==> src/rtl/slant_pkg.sv <==
// Shared definitions for the Slant line-code transmitter: sync words,
// sync_sel encodings, transmitter state enum, receiver decision threshold
// and the payload parity helper.
package slant_pkg;

  // 24-bit sync words, transmitted MSB first
  localparam logic [23:0] SYNC_FRAME_EVEN = 24'hAAB155;
  localparam logic [23:0] SYNC_FRAME_ODD  = 24'hAA8D55;
  localparam logic [23:0] SYNC_HSYNC      = 24'h00A355;

  // sync_sel encodings (both upper codes select hsync)
  localparam logic [1:0] SEL_FRAME_EVEN = 2'd0;
  localparam logic [1:0] SEL_FRAME_ODD  = 2'd1;
  localparam logic [1:0] SEL_HSYNC      = 2'd2;
  localparam logic [1:0] SEL_HSYNC_ALT  = 2'd3;

  // Receiver slicer threshold; HIGH_LEVEL must sit above it, LOW_LEVEL at or below
  localparam logic [7:0] RX_THRESHOLD = 8'h7F;

  typedef enum logic [1:0] {
    ST_IDLE     = 2'd0,
    ST_PREAMBLE = 2'd1,
    ST_SYNC     = 2'd2,
    ST_PAYLOAD  = 2'd3
  } tx_state_e;

  // Even parity over one payload byte: XOR of the eight data bits
  function automatic logic even_parity(input logic [7:0] data);
    return ^data;
  endfunction

  // Map a latched sync_sel code to its sync word
  function automatic logic [23:0] sync_word(input logic [1:0] sel);
    logic [23:0] word;
    case (sel)
      SEL_FRAME_EVEN: word = SYNC_FRAME_EVEN;
      SEL_FRAME_ODD:  word = SYNC_FRAME_ODD;
      SEL_HSYNC:      word = SYNC_HSYNC;
      SEL_HSYNC_ALT:  word = SYNC_HSYNC;
      default:        word = SYNC_HSYNC;
    endcase
    return word;
  endfunction

endpackage

==> src/rtl/slant_bit_timer.sv <==
// Bit timer for the Slant transmitter: counts 0..BIT_CYCLES-1 and flags the
// terminal count with bit_tick. restart holds the count at zero so the first
// bit of a request gets its full BIT_CYCLES period.
module slant_bit_timer #(
  parameter int BIT_CYCLES = 25
) (
  input  logic clk,
  input  logic rstn,
  input  logic restart,
  output logic bit_tick
);

  // BIT_CYCLES is at most 256, so the terminal count always fits in 8 bits
  localparam logic [7:0] LAST_COUNT = 8'(BIT_CYCLES - 1);

  logic [7:0] count_r;

  // Modulo-BIT_CYCLES counter with synchronous restart
  always_ff @(posedge clk) begin
    if (!rstn) begin
      count_r <= 8'd0;
    end else if (restart) begin
      count_r <= 8'd0;
    end else if (count_r == LAST_COUNT) begin
      count_r <= 8'd0;
    end else begin
      count_r <= count_r + 8'd1;
    end
  end

  assign bit_tick = (count_r == LAST_COUNT);

endmodule

==> src/rtl/slant_sync_tx.sv <==
// Slant line-code transmitter. Per request it sends an alternating training
// preamble, a 24-bit sync word and byte_count payload bytes, each bit held
// for BIT_CYCLES clocks at HIGH_LEVEL or LOW_LEVEL on TxData.
// Optional build macro SLANT_TX_PARITY_EN appends an even-parity bit to
// every payload byte (9 bits per byte instead of 8).
module slant_sync_tx
  import slant_pkg::*;
#(
  parameter int         BIT_CYCLES    = 25,
  parameter int         PREAMBLE_BITS = 8,
  parameter logic [7:0] HIGH_LEVEL    = 8'hFF,
  parameter logic [7:0] LOW_LEVEL     = 8'h00
) (
  input  logic       clk,
  input  logic       rstn,
  input  logic       start,
  input  logic [1:0] sync_sel,
  input  logic [7:0] byte_count,
  input  logic [7:0] in_data,
  input  logic       in_valid,
  output logic       in_ready,
  output logic [7:0] TxData,
  output logic       busy,
  output logic       done,
  output logic       underrun
);

  localparam logic [7:0] PRE_LAST  = 8'(PREAMBLE_BITS - 1);
  localparam logic [7:0] SYNC_LAST = 8'd23;
`ifdef SLANT_TX_PARITY_EN
  localparam logic [7:0] BYTE_LAST = 8'd8;
`else
  localparam logic [7:0] BYTE_LAST = 8'd7;
`endif

  // Amplitude for one line bit
  function automatic logic [7:0] level_of(input logic b);
    return b ? HIGH_LEVEL : LOW_LEVEL;
  endfunction

  tx_state_e   state_r;
  logic [7:0]  bit_idx_r;
  logic [7:0]  byte_idx_r;
  logic [7:0]  byte_count_r;
  logic [1:0]  sync_sel_r;
  logic [23:0] sync_sh_r;
  logic [8:0]  shift_r;        // {data byte, parity slot}, MSB on the line next
  logic [7:0]  hold_r;
  logic        hold_full_r;
  logic [8:0]  slots_r;        // byte slots consumed: fetched bytes plus underruns
  logic        in_ready_r;
  logic [7:0]  tx_data_r;
  logic        busy_r;
  logic        done_r;
  logic        underrun_r;

  logic        idle_s;
  logic        start_ok_s;
  logic        bit_tick_s;
  logic        last_byte_s;
  logic [23:0] sync_word_s;
  logic        enter_sync_s;
  logic        boundary_s;
  logic        finish_s;
  logic        handshake_s;
  logic        underrun_s;
  logic [7:0]  load_byte_s;
  logic [8:0]  load_shift_s;
  logic        hold_full_next_s;
  logic [8:0]  slots_next_s;
  logic        active_next_s;
  logic        in_ready_next_s;

  assign idle_s      = (state_r == ST_IDLE);
  assign start_ok_s  = idle_s && start;
  assign last_byte_s = (byte_idx_r == (byte_count_r - 8'd1));
  assign sync_word_s = sync_word(sync_sel_r);

  // The timer is held at zero while idle so a request starts on a fresh bit
  slant_bit_timer #(
    .BIT_CYCLES(BIT_CYCLES)
  ) u_bit_timer (
    .clk     (clk),
    .rstn    (rstn),
    .restart (idle_s),
    .bit_tick(bit_tick_s)
  );

  // Decode the phase transitions that happen on this bit tick
  always_comb begin
    enter_sync_s = 1'b0;
    boundary_s   = 1'b0;
    finish_s     = 1'b0;
    case (state_r)
      ST_PREAMBLE: begin
        if (bit_tick_s && (bit_idx_r == PRE_LAST)) begin
          enter_sync_s = 1'b1;
        end else begin
          enter_sync_s = 1'b0;
        end
      end
      ST_SYNC: begin
        if (bit_tick_s && (bit_idx_r == SYNC_LAST)) begin
          if (byte_count_r == 8'd0) begin
            finish_s = 1'b1;
          end else begin
            boundary_s = 1'b1;
          end
        end else begin
          finish_s   = 1'b0;
          boundary_s = 1'b0;
        end
      end
      ST_PAYLOAD: begin
        if (bit_tick_s && (bit_idx_r == BYTE_LAST)) begin
          if (last_byte_s) begin
            finish_s = 1'b1;
          end else begin
            boundary_s = 1'b1;
          end
        end else begin
          finish_s   = 1'b0;
          boundary_s = 1'b0;
        end
      end
      default: begin
        enter_sync_s = 1'b0;
        boundary_s   = 1'b0;
        finish_s     = 1'b0;
      end
    endcase
  end

  // Holding-register handshake and next in_ready
  always_comb begin
    handshake_s = in_valid && in_ready_r;
    underrun_s  = boundary_s && !hold_full_r;
    load_byte_s = hold_full_r ? hold_r : 8'h00;
`ifdef SLANT_TX_PARITY_EN
    load_shift_s = {load_byte_s, even_parity(load_byte_s)};
`else
    load_shift_s = {load_byte_s, 1'b0};
`endif
    // A byte accepted on the same edge as an unload lands after the unload
    if (finish_s || idle_s) begin
      hold_full_next_s = 1'b0;
    end else if (boundary_s) begin
      hold_full_next_s = handshake_s;
    end else if (handshake_s) begin
      hold_full_next_s = 1'b1;
    end else begin
      hold_full_next_s = hold_full_r;
    end
    if (start_ok_s) begin
      slots_next_s = 9'd0;
    end else begin
      slots_next_s = slots_r + {8'd0, handshake_s} + {8'd0, underrun_s};
    end
    active_next_s = enter_sync_s ||
                    (((state_r == ST_SYNC) || (state_r == ST_PAYLOAD)) && !finish_s);
    in_ready_next_s = active_next_s && !hold_full_next_s &&
                      (slots_next_s < {1'b0, byte_count_r});
  end

  // Request FSM, line datapath and registered outputs
  always_ff @(posedge clk) begin
    if (!rstn) begin
      state_r      <= ST_IDLE;
      bit_idx_r    <= 8'd0;
      byte_idx_r   <= 8'd0;
      byte_count_r <= 8'd0;
      sync_sel_r   <= SEL_FRAME_EVEN;
      sync_sh_r    <= 24'd0;
      shift_r      <= 9'd0;
      hold_r       <= 8'd0;
      hold_full_r  <= 1'b0;
      slots_r      <= 9'd0;
      in_ready_r   <= 1'b0;
      tx_data_r    <= LOW_LEVEL;
      busy_r       <= 1'b0;
      done_r       <= 1'b0;
      underrun_r   <= 1'b0;
    end else begin
      done_r      <= 1'b0;
      underrun_r  <= underrun_s;
      hold_full_r <= hold_full_next_s;
      slots_r     <= slots_next_s;
      in_ready_r  <= in_ready_next_s;
      if (handshake_s) begin
        hold_r <= in_data;
      end
      case (state_r)
        ST_IDLE: begin
          tx_data_r <= LOW_LEVEL;
          busy_r    <= 1'b0;
          if (start) begin
            state_r      <= ST_PREAMBLE;
            sync_sel_r   <= sync_sel;
            byte_count_r <= byte_count;
            bit_idx_r    <= 8'd0;
            byte_idx_r   <= 8'd0;
            busy_r       <= 1'b1;
            tx_data_r    <= HIGH_LEVEL;   // preamble bit 0 is a 1
          end
        end
        ST_PREAMBLE: begin
          if (bit_tick_s) begin
            if (enter_sync_s) begin
              state_r   <= ST_SYNC;
              bit_idx_r <= 8'd0;
              sync_sh_r <= sync_word_s;
              tx_data_r <= level_of(sync_word_s[23]);
            end else begin
              // next bit i+1 is ~(i+1)[0], which equals i[0]
              bit_idx_r <= bit_idx_r + 8'd1;
              tx_data_r <= level_of(bit_idx_r[0]);
            end
          end
        end
        ST_SYNC: begin
          if (bit_tick_s) begin
            if (finish_s) begin
              state_r   <= ST_IDLE;
              tx_data_r <= LOW_LEVEL;
              busy_r    <= 1'b0;
              done_r    <= 1'b1;
            end else if (boundary_s) begin
              state_r    <= ST_PAYLOAD;
              bit_idx_r  <= 8'd0;
              byte_idx_r <= 8'd0;
              shift_r    <= load_shift_s;
              tx_data_r  <= level_of(load_shift_s[8]);
            end else begin
              bit_idx_r <= bit_idx_r + 8'd1;
              sync_sh_r <= {sync_sh_r[22:0], 1'b0};
              tx_data_r <= level_of(sync_sh_r[22]);
            end
          end
        end
        ST_PAYLOAD: begin
          if (bit_tick_s) begin
            if (finish_s) begin
              state_r   <= ST_IDLE;
              tx_data_r <= LOW_LEVEL;
              busy_r    <= 1'b0;
              done_r    <= 1'b1;
            end else if (boundary_s) begin
              bit_idx_r  <= 8'd0;
              byte_idx_r <= byte_idx_r + 8'd1;
              shift_r    <= load_shift_s;
              tx_data_r  <= level_of(load_shift_s[8]);
            end else begin
              bit_idx_r <= bit_idx_r + 8'd1;
              shift_r   <= {shift_r[7:0], 1'b0};
              tx_data_r <= level_of(shift_r[7]);
            end
          end
        end
        default: begin
          state_r   <= ST_IDLE;
          tx_data_r <= LOW_LEVEL;
          busy_r    <= 1'b0;
        end
      endcase
    end
  end

  assign in_ready = in_ready_r;
  assign TxData   = tx_data_r;
  assign busy     = busy_r;
  assign done     = done_r;
  assign underrun = underrun_r;

endmodule
==> config.mk <==
export PLATFORM = sky130hd
export DESIGN_NAME = slant_sync_tx
export DESIGN_NICKNAME = d
export VERILOG_FILES = /design/src/rtl/slant_pkg.sv /design/src/rtl/slant_bit_timer.sv /design/src/rtl/slant_sync_tx.sv
export SDC_FILE = /design/constraint.sdc
export NUM_CORES = 1
export LEC_CHECK = 0
export ABC_AREA = 1
export CAP_MARGIN = 30
export CELL_PAD_IN_SITES_DETAIL_PLACEMENT = 1
export CELL_PAD_IN_SITES_GLOBAL_PLACEMENT = 1
export CORE_ASPECT_RATIO = 0.75
export CORE_MARGIN = 2
export CORE_UTILIZATION = 41
export DETAILED_ROUTE_END_ITERATION = 10
export DONT_BUFFER_PORTS = 1
export HOLD_SLACK_MARGIN = 0.03
export PLACE_DENSITY = 0.82
export SYNTH_ARGS = -nofsm -noshare
export SYNTH_HDL_FRONTEND = slang
export SYNTH_SLANG_ARGS = --single-unit
==> constraint.sdc <==
create_clock -name clk -period 3.6 [get_ports clk]
set_input_delay 1.08 -clock clk [delete_from_list [all_inputs] [get_ports clk]]
set_output_delay 1.08 -clock clk [all_outputs]
set_load 0.01 [all_outputs]
==> flow_metrics.tcl, run 1 <==
set metrics [dict create \
    ys.flop_type "dfxtp_1" \
    wl_um 13700 \
    utilization_pct 48.4 \
    max_freq_mhz 283 \
    synthToLayoutAreaGrowth_pct 13.8 \
    pre_cts_ws_ns -0.204 \
    dpl.hpwl_um 9960 \
    ys_seq_elements 89 \
    drc 0 \
    crit_type "flip-flop to flip-flop" \
    viasPerCell 5.33 \
    dr_wl_met3_um 573 \
    p_seq_share_pct 45.1 \
    synth_cell_types 39 \
    clkLatencyLatePin_ns 0.35 \
    core_area_um2 11100 \
    grt_max_degree 43 \
    cts_buffer_depth 2 \
    ir_drop_uv 237 \
    ys_seq_area_share_pct 37.8 \
    p_sw_uw 761 \
    track_usage_pct 22.8 \
    dp.cells 835 \
    tritoncts "built" \
    holdPathStages 2 \
    worst_pin_slew_ns 0.802 \
    status "complete, no violations" \
    tns_ns 0 \
    path_max_fanout 2 \
    crit_path_frequent_cell "nand2_1" \
    cts_made_buffers 9 \
    post-route-period-util_pct 98.1 \
    pin_count 34 \
    finClkSkew_ns 0.00969 \
    mappedNetlistNets 740 \
    hold_buffers 0 \
    arrival_ns 3.82 \
    period_minus_slack_ns 3.53 \
    critical-path-max-stage-delay_ns 0.38 \
    setup_ws_ns 0.0687 \
    setup_viol 0 \
    detail_route.first_pass.iterations 4 \
    grt_setup_unrepaired "true" \
    cts_root_buf "clkbuf_16" \
    start_util_pct 42.5 \
    htree_levels 3 \
    routed.top_layer "met4" \
    overflow 0 \
    wl_per_cell_um 16.0 \
    slew_violations 0 \
    grt_pass1_vias 4649 \
    power_density_nw_per_um2 449 \
    power_mw 2.41 \
    p_leak_nw 2.25 \
    critPathSlowestCell "fa_2" \
    required_ns 3.89 \
    slew_headroom_pct 46.5 \
    met2WireLength_um 6440 \
    layout.nets 749 \
    hp-class "flip-flop to flip-flop" \
    cp-end-kind "flip-flop" \
    grt_pass1_wl_um 22700 \
    design.die.area_um2 12400 \
    drive_above_1_share_pct 12.8 \
    via_count 4565 \
    synth-edff-count 0 \
    synth_area_um2 4710 \
    layout.cells.non_filler 857 \
    dieHeight_um 96.8 \
    syn_inst 703 \
    power_frac_comb_pct 15.7 \
    drt_iter0_drc 162 \
    ys_async_sr_fraction_pct 0 \
    clk_pin_slew_ns 0.07 \
    ant_nets 0 \
    cts.sinks 89 \
    fp.dieW_um 128 \
    p_sw_share_pct 31.6 \
    clkPwrFrac_pct 39.2 \
    antenna_found_initial 0 \
    reg2regPathDepth 26 \
    max_cap_violations 0 \
    gp_congestion 0.883 \
    yosys_warnings 0 \
    syn_area_per_cell_um2 6.70 \
    start_kind "flip-flop" \
    met1_length_um 6580 \
    dpl-instance-area_um2 4870 \
    hold-worst-slack_ns 0.462 \
    final_cell_area_um2 5360 \
    antenna_cells 0 \
    p_int_mw 1.65 \
    port_buffers 0 \
    rows 33 \
    hold_viol 0 \
]
[cells in the mapped netlist, types with 2 or more instances]
cell	number	area, um^2
inv_2	7	26.3
inv_1	79	297
ha_1	14	175
clkbuf_1	11	41.3
nand2_2	4	25.0
a21oi_1	71	355
xor2_1	4	35.0
buf_2	2	10.0
nor2_1	100	375
nand2_1	168	631
a211oi_1	3	22.5
nor4_1	9	56.3
clkinv_1	2	7.51
nand4_1	5	31.3
nand2_4	3	33.8
o21ai_0	39	195
dfxtp_1	89	1780
nor2_2	6	37.5
nor3_1	18	90.1
nor3b_1	5	37.5
nand3_1	36	180
buf_4	11	82.6
[cells by family (layout without fill, tap and decap cells)]
logic type      Yosys count  after routing  share of synthesized area [%]
simple gates            359            359                           32.8
mux                       1              1                          0.213
xor+xnor                  6              6                           1.41
fa+ha+maj                15             15                           4.15
compound gates          119            119                           13.4
flops                    89             89                           37.8
buf+inv                 114            128                           10.2
[placed cells by master (no fill, tap or decap), drive strengths merged]
| master | count |
|---|---|
| nor3 | 19 |
| dfxtp | 89 |
| nor3b | 5 |
| xor2 | 4 |
| mux2i | 1 |
| clkinvlp | 2 |
| inv | 89 |
| a21oi | 71 |
| clkbuf | 9 |
| buf | 24 |
| a211oi | 3 |
| xnor3 | 1 |
| nor2 | 106 |
| nand3b | 1 |
| nand4 | 5 |
| nor4 | 10 |
| xnor2 | 1 |
| o21ai | 41 |
| o31ai | 1 |
| ha | 14 |
| clkinv | 4 |
| fa | 1 |
| and2 | 1 |
| o21a | 1 |
| nand2 | 175 |
| a21boi | 2 |
| nand3 | 37 |
[power groups by stage]
stage / Clock (mW) / Sequential [mW] / Combinational [mW]
floorplan: 0 / 1.09 / 0.275
global placement: 0 / 1.10 / 0.322
detailed placement: 0 / 1.11 / 0.345
CTS: 0.963 / 1.08 / 0.362
global route: 1.00 / 1.09 / 0.421
finish: 0.944 / 1.08 / 0.378
[critical path, delay by kind of cell, from the launching register on]
family                   cells  cell delay [ns]
adder cells (fa/ha/maj)      4             1.15
flip-flops                   1             0.34
buffers and inverters        3             0.13
AO/OA/AOI/OAI                5             0.58
AND/OR/NAND/NOR             14             1.26
[final cells by class]
class | count | area, um^2
clock buffers | 9 | 225
inverters | 88 | 333
repair buffers | 24 | 180
clock inverters | 7 | 73.8
multi-input cells | 500 | 2590
well taps | 140 | 175
flip-flops and latches | 89 | 1780
fillers | 1438 | 5710
[flip-flops by register name, summed over array words and instances (netlist names)]
register and flops:
bit_idx_r 8, u_bit_timer.count_r 8, sync_sel_r 2, in_ready 1, busy 1, sync_sh_r 23, underrun 1, byte_count_r 8
done 1, hold_full_r 1, byte_idx_r 8, TxData 1, hold_r 8, slots_r 9, shift_r 7, state_r 2
[final timing paths]
| check | startpoint | endpoint | slack [ns] |
|---|---|---|---|
| min reg2reg | hold_r[7] | hold_r[7] | 0.46 |
| min | hold_r[7] | hold_r[7] | 0.46 |
| max reg2reg | byte_count_r[1] | in_ready | 0.07 |
| max | byte_count_r[1] | in_ready | 0.07 |
[per-layer routing]
| metal | GRT usage, % | vias to the layer above |
|---|---|---|
| met5 | 0 | - |
| met4 | 5.66 | 0 |
| met3 | 4.98 | 14 |
| met2 | 37.5 | 75 |
| met1 | 30.3 | 2208 |
| li1 | - | 2268 |
[timing repair]
item,CTS,global route
pin swaps,16,15
endpoints found under the setup margin,1,1
resized for setup,23,13
setup buffers,5,1
No activity file was read; power rests on OpenSTA's default activity.
==> inputs of run 2 (changes only) <==
- CAP_MARGIN: 30 -> default
- SKIP_LAST_GASP: default -> 1
==> results of run 2 <==
The final DEF is identical to that of run 1; final timing and power are the same.
Main changes from that run: number of gates resized after CTS 23 -> 22; via count of the first global-routing pass 4649 -> 4648
==> inputs of run 3 (changes only) <==
- CORE_UTILIZATION: 41 -> 40
- PLACE_DENSITY: 0.82 -> 0.81
==> run 3 against run 2 <==
Setup slack worse by 0.12 ns. Total power grew 2.0%. The flow now finishes with violations (setup timing). Fmax decreased by 3.2%. First-iteration DRC count increased by 75%. Routed wire length grew 1.8%. Sequential power barely moved. Critical endpoint unchanged. Critical path depth is 1 higher.
==> flow_metrics.tcl, run 3 (same netlist as run 1, synthesis figures left out) <==
set metrics [dict create \
    p_leak_nw 2.32 \
    period_minus_slack_ns 3.65 \
    power_mw 2.45 \
    final_common_cell "nand2_1" \
    dieHeight_um 98.0 \
    design.die.area_um2 12700 \
    grt_pass1_wl_um 22800 \
    max_freq_mhz 274 \
    utilization_pct 47.6 \
    max_cap_violations 0 \
    dpl-instance-area_um2 4880 \
    worst_pin_slew_ns 0.790 \
    ant_nets 0 \
    htree_levels 3 \
    clkLatencyLatePin_ns 0.34 \
    drive_above_1_share_pct 14.8 \
    cts_made_buffers 9 \
    crit_type "flip-flop to flip-flop" \
    post-route-period-util_pct 101 \
    tritoncts "built" \
    slew_violations 0 \
    required_ns 3.88 \
    setup_ws_ns -0.0477 \
    cts_buffer_depth 2 \
    slew_headroom_pct 47.3 \
    dp.cells 855 \
    grt_setup_unrepaired "true" \
    fp.dieW_um 129 \
    cts_root_buf "clkbuf_16" \
    detail_route.first_pass.iterations 5 \
    routed.top_layer "met4" \
    cts.sinks 89 \
    rows 34 \
    largest_reg_flops 23 \
    met2WireLength_um 6780 \
    wl_per_cell_um 15.7 \
    overflow 0 \
    antenna_cells 0 \
    grt_pass1_vias 4700 \
    regMostFlops "sync_sh_r" \
    antenna_found_initial 0 \
    status "complete, but fails checks" \
    drt_iter0_drc 283 \
    start_kind "flip-flop" \
    arrival_ns 3.93 \
    violations "setup timing" \
    clk_pin_slew_ns 0.07 \
    top_regs "sync_sh_r x23, slots_r x9" \
    final_cell_mix "nand2_1, nor2_1, dfxtp_1, inv_1, a21oi_1" \
    start_util_pct 40.8 \
    port_buffers 0 \
    drc 0 \
    hold_viol 0 \
    dr_wl_met3_um 575 \
    ir_drop_uv 313 \
    setup_viol 1 \
    fillCellCount 1501 \
    met1_length_um 6440 \
    hp-class "flip-flop to flip-flop" \
    grt_max_degree 43 \
    synthToLayoutAreaGrowth_pct 16.6 \
    wl_um 14000 \
    track_usage_pct 22.6 \
    path_max_fanout 2 \
    power_density_nw_per_um2 447 \
    pin_count 34 \
    tns_ns -0.0477 \
    layout.nets 761 \
    via_count 4619 \
    final_cell_area_um2 5490 \
    dpl.hpwl_um 9780 \
    viasPerCell 5.18 \
    gp_congestion 0.890 \
    finClkSkew_ns 0.00647 \
    layout.cells.non_filler 891 \
    cp-end-kind "flip-flop" \
    core_area_um2 11500 \
]
## run 3: power breakdown
part           internal, mW  total [mW]  switching, mW
combinational         0.122       0.373          0.251
clock                 0.572       0.998          0.425
sequential             1.03        1.08         0.0503
## run 3: stage by stage
stage               worst slack, ns  hold slack [ns]
floorplan                    0.0131            0.425
finish                      -0.0477            0.438
detailed placement           -0.170            0.449
global route                 -0.306            0.453
CTS                         -0.0725            0.460
global placement             0.0702            0.444
## run 3: final cells by class
| type | count | area, um^2 | share of cell area (%) |
|---|---|---|---|
| Clock buffer | 10 | 239 | 4.35 |
| Multi-Input combinational cell | 500 | 2580 | 47.1 |
| Inverter | 88 | 330 | 6.02 |
| Tap cell | 162 | 203 | 3.69 |
| Timing Repair Buffer | 36 | 270 | 4.92 |
| Sequential cell | 89 | 1790 | 32.6 |
| Clock inverter | 6 | 76.3 | 1.39 |
## run 3: critical path, cell delays in order, from the launching register on
cell and delay, ns:
dfxtp_2 0.34, inv_2 0.05, ha_4 0.26, inv_2 0.04, nand2_2 0.06, nand2_2 0.05
nor2_1 0.10, nand2_1 0.06, nor2_1 0.08, nand3_1 0.08, nor2_2 0.12, nand2_2 0.09
a21boi_4 0.14, nor2_2 0.05, fa_2 0.39, ha_4 0.19, nand2_4 0.06, buf_4 0.10
inv_1 0.05, nor3_1 0.18, ha_1 0.30, a21oi_2 0.24, o31ai_4 0.11, a21oi_2 0.12
o21ai_1 0.07, nand2_1 0.06, nand4_1 0.07, nor2_1 0.12
## run 3: final timing paths
check / from / to / slack, ns / depth (start not counted)
max: byte_count_r[0] / in_ready / -0.05 / 27
min: u_bit_timer.count_r[0] / u_bit_timer.count_r[0] / 0.44 / 1
max reg2reg: byte_count_r[0] / in_ready / -0.05 / 27
min reg2reg: u_bit_timer.count_r[0] / u_bit_timer.count_r[0] / 0.44 / 1
## run 3: metal layers
layer	vias up	track usage, %
met3	18	4.11
met2	97	37.4
met5	-	0
met1	2217	30.0
met4	0	6.69
li1	2287	-
## run 3: repair_timing
item	in CTS	in global routing
hold buffers	0	0
resized for setup	18	20
endpoints found under the setup margin	1	2
pin swaps	14	20
buffers inserted	12	8
